`src/rtl/pwm_pkg.sv`:
```
// Shared types and constants for the PWM duty path: duty width, full-scale
// value, slew FSM states and the command clamp helper.
package pwm_pkg;

  localparam int DUTY_W = 10;
  localparam logic [DUTY_W-1:0] DUTY_MAX = 10'h3FF;

  typedef enum logic [1:0] {
    IDLE,
    RAMP,
    SHDN
  } state_e;

  // Returns v untouched when limiting is off, otherwise v bounded to [lo, hi].
  function automatic logic [DUTY_W-1:0] clamp_duty(
    input logic [DUTY_W-1:0] v,
    input logic [DUTY_W-1:0] lo,
    input logic [DUTY_W-1:0] hi,
    input logic              limit_on
  );
    if (!limit_on) return v;
    if (v < lo)    return lo;
    if (v > hi)    return hi;
    return v;
  endfunction

endpackage

```
`src/rtl/duty_slew_if.sv`:
```
// Duty command valid/ready channel between a command source (master) and the
// duty slew limiter (slave).
interface duty_slew_if;
  import pwm_pkg::*;

  logic [DUTY_W-1:0] cmd_duty;
  logic              cmd_vld;
  logic              cmd_rdy;

  modport master (output cmd_duty, output cmd_vld, input  cmd_rdy);
  modport slave  (input  cmd_duty, input  cmd_vld, output cmd_rdy);

endinterface

```
`src/rtl/duty_step.sv`:
```
// One slew step: moves duty toward dest by at most step, landing exactly on
// dest when it is within reach. 11-bit arithmetic so nothing wraps.
module duty_step
  import pwm_pkg::*;
(
  input  logic [DUTY_W-1:0] duty_i,
  input  logic [DUTY_W-1:0] dest_i,
  input  logic [DUTY_W-1:0] step_i,
  output logic [DUTY_W-1:0] duty_o
);

  logic [DUTY_W:0] up_gap;
  logic [DUTY_W:0] dn_gap;
  logic [DUTY_W:0] up_val;
  logic [DUTY_W:0] dn_val;

  always_comb begin
    up_gap = {1'b0, dest_i} - {1'b0, duty_i};
    dn_gap = {1'b0, duty_i} - {1'b0, dest_i};
    up_val = {1'b0, duty_i} + {1'b0, step_i};
    dn_val = {1'b0, duty_i} - {1'b0, step_i};
    duty_o = duty_i;
    if (dest_i > duty_i) begin
      // Saturation and floor below are defensive; the gap test already bounds them.
      if (up_gap > {1'b0, step_i})
        duty_o = (up_val > {1'b0, DUTY_MAX}) ? DUTY_MAX : up_val[DUTY_W-1:0];
      else
        duty_o = dest_i;
    end else if (dest_i < duty_i) begin
      if (dn_gap > {1'b0, step_i})
        duty_o = dn_val[DUTY_W] ? '0 : dn_val[DUTY_W-1:0];
      else
        duty_o = dest_i;
    end
  end

endmodule

```
`src/rtl/duty_slew.sv`:
```
// Duty slew limiter: tracks commanded duty at most STEP counts per PWM period,
// ramps to 0 when en is low. Define DUTY_LIMIT_EN to clamp commands to [MIN_DUTY, MAX_DUTY].
module duty_slew
  import pwm_pkg::*;
#(
  parameter int unsigned       STEP     = 8,
  parameter logic [DUTY_W-1:0] MIN_DUTY = 10'h000,
  parameter logic [DUTY_W-1:0] MAX_DUTY = 10'h3FF
) (
  input  logic              clk,
  input  logic              rst,
  input  logic              en,
  input  logic              period_tick,
  duty_slew_if.slave        cmd,
  output logic [DUTY_W-1:0] duty,
  output logic              at_target
);

`ifdef DUTY_LIMIT_EN
  localparam logic LIMIT_ON = 1'b1;
`else
  localparam logic LIMIT_ON = 1'b0;
`endif

  localparam logic [DUTY_W-1:0] STEP_V = DUTY_W'(STEP);

  state_e            state_q, state_d;
  logic [DUTY_W-1:0] duty_q, duty_d;
  logic [DUTY_W-1:0] target_q, target_d;
  logic              at_target_q, at_target_d;
  logic [DUTY_W-1:0] dest;
  logic [DUTY_W-1:0] stepped;
  logic              accept;

  assign cmd.cmd_rdy = en & (state_q != SHDN);
  assign accept      = cmd.cmd_vld & cmd.cmd_rdy;
  assign dest        = (state_q == SHDN) ? '0 : target_q;

  duty_step u_step (
    .duty_i (duty_q),
    .dest_i (dest),
    .step_i (STEP_V),
    .duty_o (stepped)
  );

  always_comb begin
    // NOTE: every signal written here gets a default first, so no path leaves it unassigned and no latch is inferred.
    duty_d   = duty_q;
    target_d = target_q;
    state_d  = state_q;

    // A same-cycle tick steps toward the old target; the new one applies from the next tick.
    if (period_tick) duty_d = stepped;
    if (accept)      target_d = clamp_duty(cmd.cmd_duty, MIN_DUTY, MAX_DUTY, LIMIT_ON);

    unique case (state_q)
      IDLE: begin
        if (!en)                     state_d = SHDN;
        else if (duty_d != target_d) state_d = RAMP;
      end
      RAMP: begin
        if (!en)                     state_d = SHDN;
        else if (duty_d == target_d) state_d = IDLE;
      end
      SHDN: begin
        if (en) state_d = (duty_d == target_d) ? IDLE : RAMP;
      end
      default: state_d = IDLE;
    endcase

    at_target_d = (state_d != SHDN) && (duty_d == target_d);
  end

  always_ff @(posedge clk) begin
    // NOTE: state registers use non-blocking assignments so every flop samples pre-edge values.
    if (rst) begin
      duty_q      <= '0;
      target_q    <= '0;
      state_q     <= IDLE;
      at_target_q <= 1'b1;
    end else begin
      duty_q      <= duty_d;
      target_q    <= target_d;
      state_q     <= state_d;
      at_target_q <= at_target_d;
    end
  end

  assign duty      = duty_q;
  assign at_target = at_target_q;

endmodule

```
`src/flat_wrapper.sv`:
```
// flat-port wrapper written by rule: the top's interface ports become plain ports
module duty_slew_flat import pwm_pkg::*;
#(
  parameter int unsigned       STEP     = 8,
  parameter logic [DUTY_W-1:0] MIN_DUTY = 10'h000,
  parameter logic [DUTY_W-1:0] MAX_DUTY = 10'h3FF
)
  (clk, rst, en, period_tick, duty, at_target, cmd_cmd_duty, cmd_cmd_vld, cmd_cmd_rdy);
  duty_slew_if cmd_i ();
  input  logic clk;
  input  logic rst;
  input  logic en;
  input  logic period_tick;
  output logic [DUTY_W-1:0] duty;
  output logic at_target;
  input wire logic [$bits(cmd_i.cmd_duty)-1:0] cmd_cmd_duty;
  input wire logic [$bits(cmd_i.cmd_vld)-1:0] cmd_cmd_vld;
  output wire logic [$bits(cmd_i.cmd_rdy)-1:0] cmd_cmd_rdy;
  assign cmd_i.cmd_duty = cmd_cmd_duty;
  assign cmd_i.cmd_vld = cmd_cmd_vld;
  assign cmd_cmd_rdy = cmd_i.cmd_rdy;
  duty_slew #(.STEP(STEP), .MIN_DUTY(MIN_DUTY), .MAX_DUTY(MAX_DUTY)) u_core (.clk(clk), .rst(rst), .en(en), .period_tick(period_tick), .cmd(cmd_i), .duty(duty), .at_target(at_target));
endmodule
```
`config.mk`:
```
export PLATFORM = sky130hd
export DESIGN_NAME = duty_slew_flat
export DESIGN_NICKNAME = d
export VERILOG_FILES = /design/src/rtl/pwm_pkg.sv /design/src/rtl/duty_slew_if.sv /design/src/rtl/duty_step.sv /design/src/rtl/duty_slew.sv /design/src/flat_wrapper.sv
export SDC_FILE = /design/constraint.sdc
export NUM_CORES = 1
export LEC_CHECK = 0
export ABC_CLOCK_PERIOD_IN_PS = 4000
export CORE_MARGIN = 2
export CORE_UTILIZATION = 40
export DETAILED_ROUTE_END_ITERATION = 12
export PLACE_DENSITY = 0.64
export SYNTH_ARGS = -nofsm -noshare
export SYNTH_HDL_FRONTEND = slang
export SYNTH_SLANG_ARGS = --single-unit
```
`constraint.sdc`:
```
create_clock -name clk -period 4 [get_ports clk]
set_clock_uncertainty 0.2 [all_clocks]
set_input_delay 0.8 -clock clk [delete_from_list [all_inputs] [get_ports clk]]
set_output_delay 0.8 -clock clk [all_outputs]
set_load 0.05 [all_outputs]
```
==> flow_summary.ini <==
[global_routing]
grt_overflow = 0
grt_max_degree = 23
grt_pass1_vias = 3819
grt_first_pass_wirelength_um = 19100
grt_usage_pct = 27.9
antenna_found_initial = 0

[cts]
cts_made_buffers = 3
cts_sinks = 23
cts.htree.levels = 1
cts_root_buf = clkbuf_8
clk_pin_slew_ns = 0.09
clk_latency_ns = 0.27
cts_tree = built
clock_tree.buffer_depth = 2

[routing]
dr_wl_met3_um = 719
first_iter_violations = 293
drt_pass1_iterations = 5
vias = 3898
ant_nets = 0
routedWlPerCell_um = 19.8
drt-met1-wl_um = 5320
highest_layer = met4
routed-wl-met2_um = 6310
via_per_inst = 5.92
wirelength_um = 13000
drc = 0

[worst_setup_path]
arrival_ns = 3.97
start_kind = flip-flop
max_stage_delay_ns = 0.37
critical_path.endpoint_type = flip-flop
crit_type = flip-flop to flip-flop
cpMaxStageDelayCell = a2111o_1
cp_max_fo = 7
crit_required_ns = 4.02
crit_chain = nand2b_4, buf_8, buf_6, nand2_4, inv_4, ha_4, buf_6, a21oi_2, o21ai_2, nand2b_4, o211ai_1, a2111o_1, nor4_4, buf_6, o221a_4, o22ai_2, xor2_1, nor4_4, a41o_1
crit_top_cell = buf_6

[floorplan]
core-area_mm2 = 0.00769
die-area_mm2 = 0.00859
die_h_um = 92.7
start_util_pct = 40.9
die_w_um = 92.7
rows = 32
io_pins = 27

[sta]
slew_viol_final = 0
hold_violations = 0
clock.fmax_mhz = 253
setup_viol = 0
worstMarginPinSlew_ns = 0.785
slew_headroom_pct = 47.5
period_share_pct = 98.8
layout_min_cycle_time_ns = 3.95
layout_setup_ws_ns = 0.0483

[logic_synthesis]
synthesis.nets = 476
synth-warning-count = 0
synthCells = 437
synthFlopType = dfxtp_1
yosys_register_bits = 23
ys_types = 75
syn_area_mm2 = 0.00315
avgSynthCellArea_um2 = 7.20
seq_area_frac_synth_pct = 14.6
synthArstFlopShare_pct = 0
synth_edf_count = 0

[finish]
drive_gt1_share_pct = 42.3
antennaDiodeCount = 0
nets = 596
multi_input_area_mm2 = 0.00309
area_growth_pct = 59.7
utilization_pct = 65.4
fillers = 645
regArea_um2 = 477

[pwr]
leakage_nw = 2.14
vdd_drop_max_v = 0.000359
power.density_mw_per_mm2 = 744

[place]
hpwl_um = 9360
gp_congestion = 0.997
port_buffers = 26
dp_slack_ns = -0.245

[run]
drv_cap = 0

[status]
outcome = finished, final reports clean

[hold_path]
hp-class = flip-flop to flip-flop
[layout by cell type (no fill, tap or decap), types with 6 or more instances in the layout]
cell,Yosys,layout
nor2_1,50,49
nor3_1,19,15
clkdlybuf4s50_1,0,26
dfxtp_1,23,14
a21o_1,6,6
nand2_4,0,6
nand3_1,11,9
nand2_1,35,27
a21oi_1,31,23
buf_4,2,101
inv_1,32,23
inv_2,0,7
buf_6,2,11
xnor2_1,11,9
dfxtp_2,0,7
mux2i_1,21,18
or3_1,6,6
ha_1,24,10
nor2b_1,9,8
o21ai_0,13,9
ha_4,0,12
o211ai_1,7,7
[critical path, delay by kind of cell (launching register included)]
family          cells  cell delay, ns
fa+ha+maj           1            0.30
compound gates      7            1.05
simple gates        5            1.14
flops               1            0.33
buf+inv             5            0.61
xor+xnor            1            0.22
[cell families after synthesis]
logic type | synth area share (%)
and+or+nand+nor | 28.6
adders and majority gates | 9.55
DFF | 14.6
xor gates and xnor gates | 3.62
AOI/OAI and AO/OA | 28.2
muxes | 7.76
buffers and inverters | 7.56
[Yosys cell counts (all sizes together) (7+ instances only)]
master | number | area, um^2
o21ai | 15 | 75.1
clkbuf | 16 | 60.1
ha | 24 | 300
a21oi | 31 | 155
nand3 | 11 | 55.1
dfxtp | 23 | 460
nor2 | 50 | 188
buf | 8 | 57.6
xnor2 | 11 | 96.3
nor2b | 9 | 56.3
o211ai | 8 | 65.1
nor3 | 19 | 95.1
inv | 32 | 120
and2 | 8 | 52.6
nand2 | 35 | 131
nand2b | 7 | 43.8
mux2i | 21 | 210
[stage by stage]
stage / setup TNS (ns) / area [um^2] / std cells / hold slack (ns) / power [mW]
floorplan: 0 / 3180 / 437 / 0.297 / 1.89
global placement: -0.238 / 4160 / 637 / 0.338 / 2.82
global route: -0.120 / 5020 / 658 / 0.370 / 3.94
CTS: 0 / 4410 / 646 / 0.350 / 3.14
detailed placement: -0.487 / 4160 / 637 / 0.355 / 2.83
finish: 0 / 5020 / 658 / 0.349 / 3.74
[registers in the layout, summed over array words and instances (netlist names)]
| register | cells |
|---|---|
| u_core.duty | 10 |
| u_core.state_q | 2 |
| u_core.at_target | 1 |
| u_core.target_q | 10 |
[final timing paths]
path | from | slack, ns | to | cells after the start
max reg2reg | u_core.state_q[0] | 0.05 | u_core.at_target | 19
min reg2reg | u_core.state_q[0] | 0.35 | u_core.state_q[0] | 3
max | u_core.state_q[0] | 0.05 | u_core.at_target | 19
min | u_core.state_q[0] | 0.35 | u_core.state_q[0] | 3
[per-layer routing]
| metal | up-vias | global-route usage, % |
|---|---|---|
| met4 | 0 | 12.4 |
| met5 | - | 0 |
| met1 | 1842 | 34.1 |
| met3 | 52 | 3.50 |
| li1 | 1834 | - |
| met2 | 170 | 48.9 |
[power breakdown]
group	total [mW]	switching, mW	internal [mW]
sequential	0.323	0.0447	0.279
clock	0.154	0.0842	0.0698
combinational	3.26	1.74	1.52
total	3.74	1.87	1.87
[final cells by class]
class,instances,area share [%]
clock buffers,3,0.822
clock inverters,1,0.0996
inverters,32,2.49
multi-input cells,358,61.5
flip-flops and latches,23,9.49
well taps,102,2.54
repair buffers,139,23.0
[what timing repair did]
action,in CTS,in global routing
hold buffers,0,0
gates resized for setup,42,104
cloned,0,0
pin swaps,12,34
setup endpoints to repair,2,2
setup buffers,5,12
No activity file was read; power rests on OpenSTA's default activity.
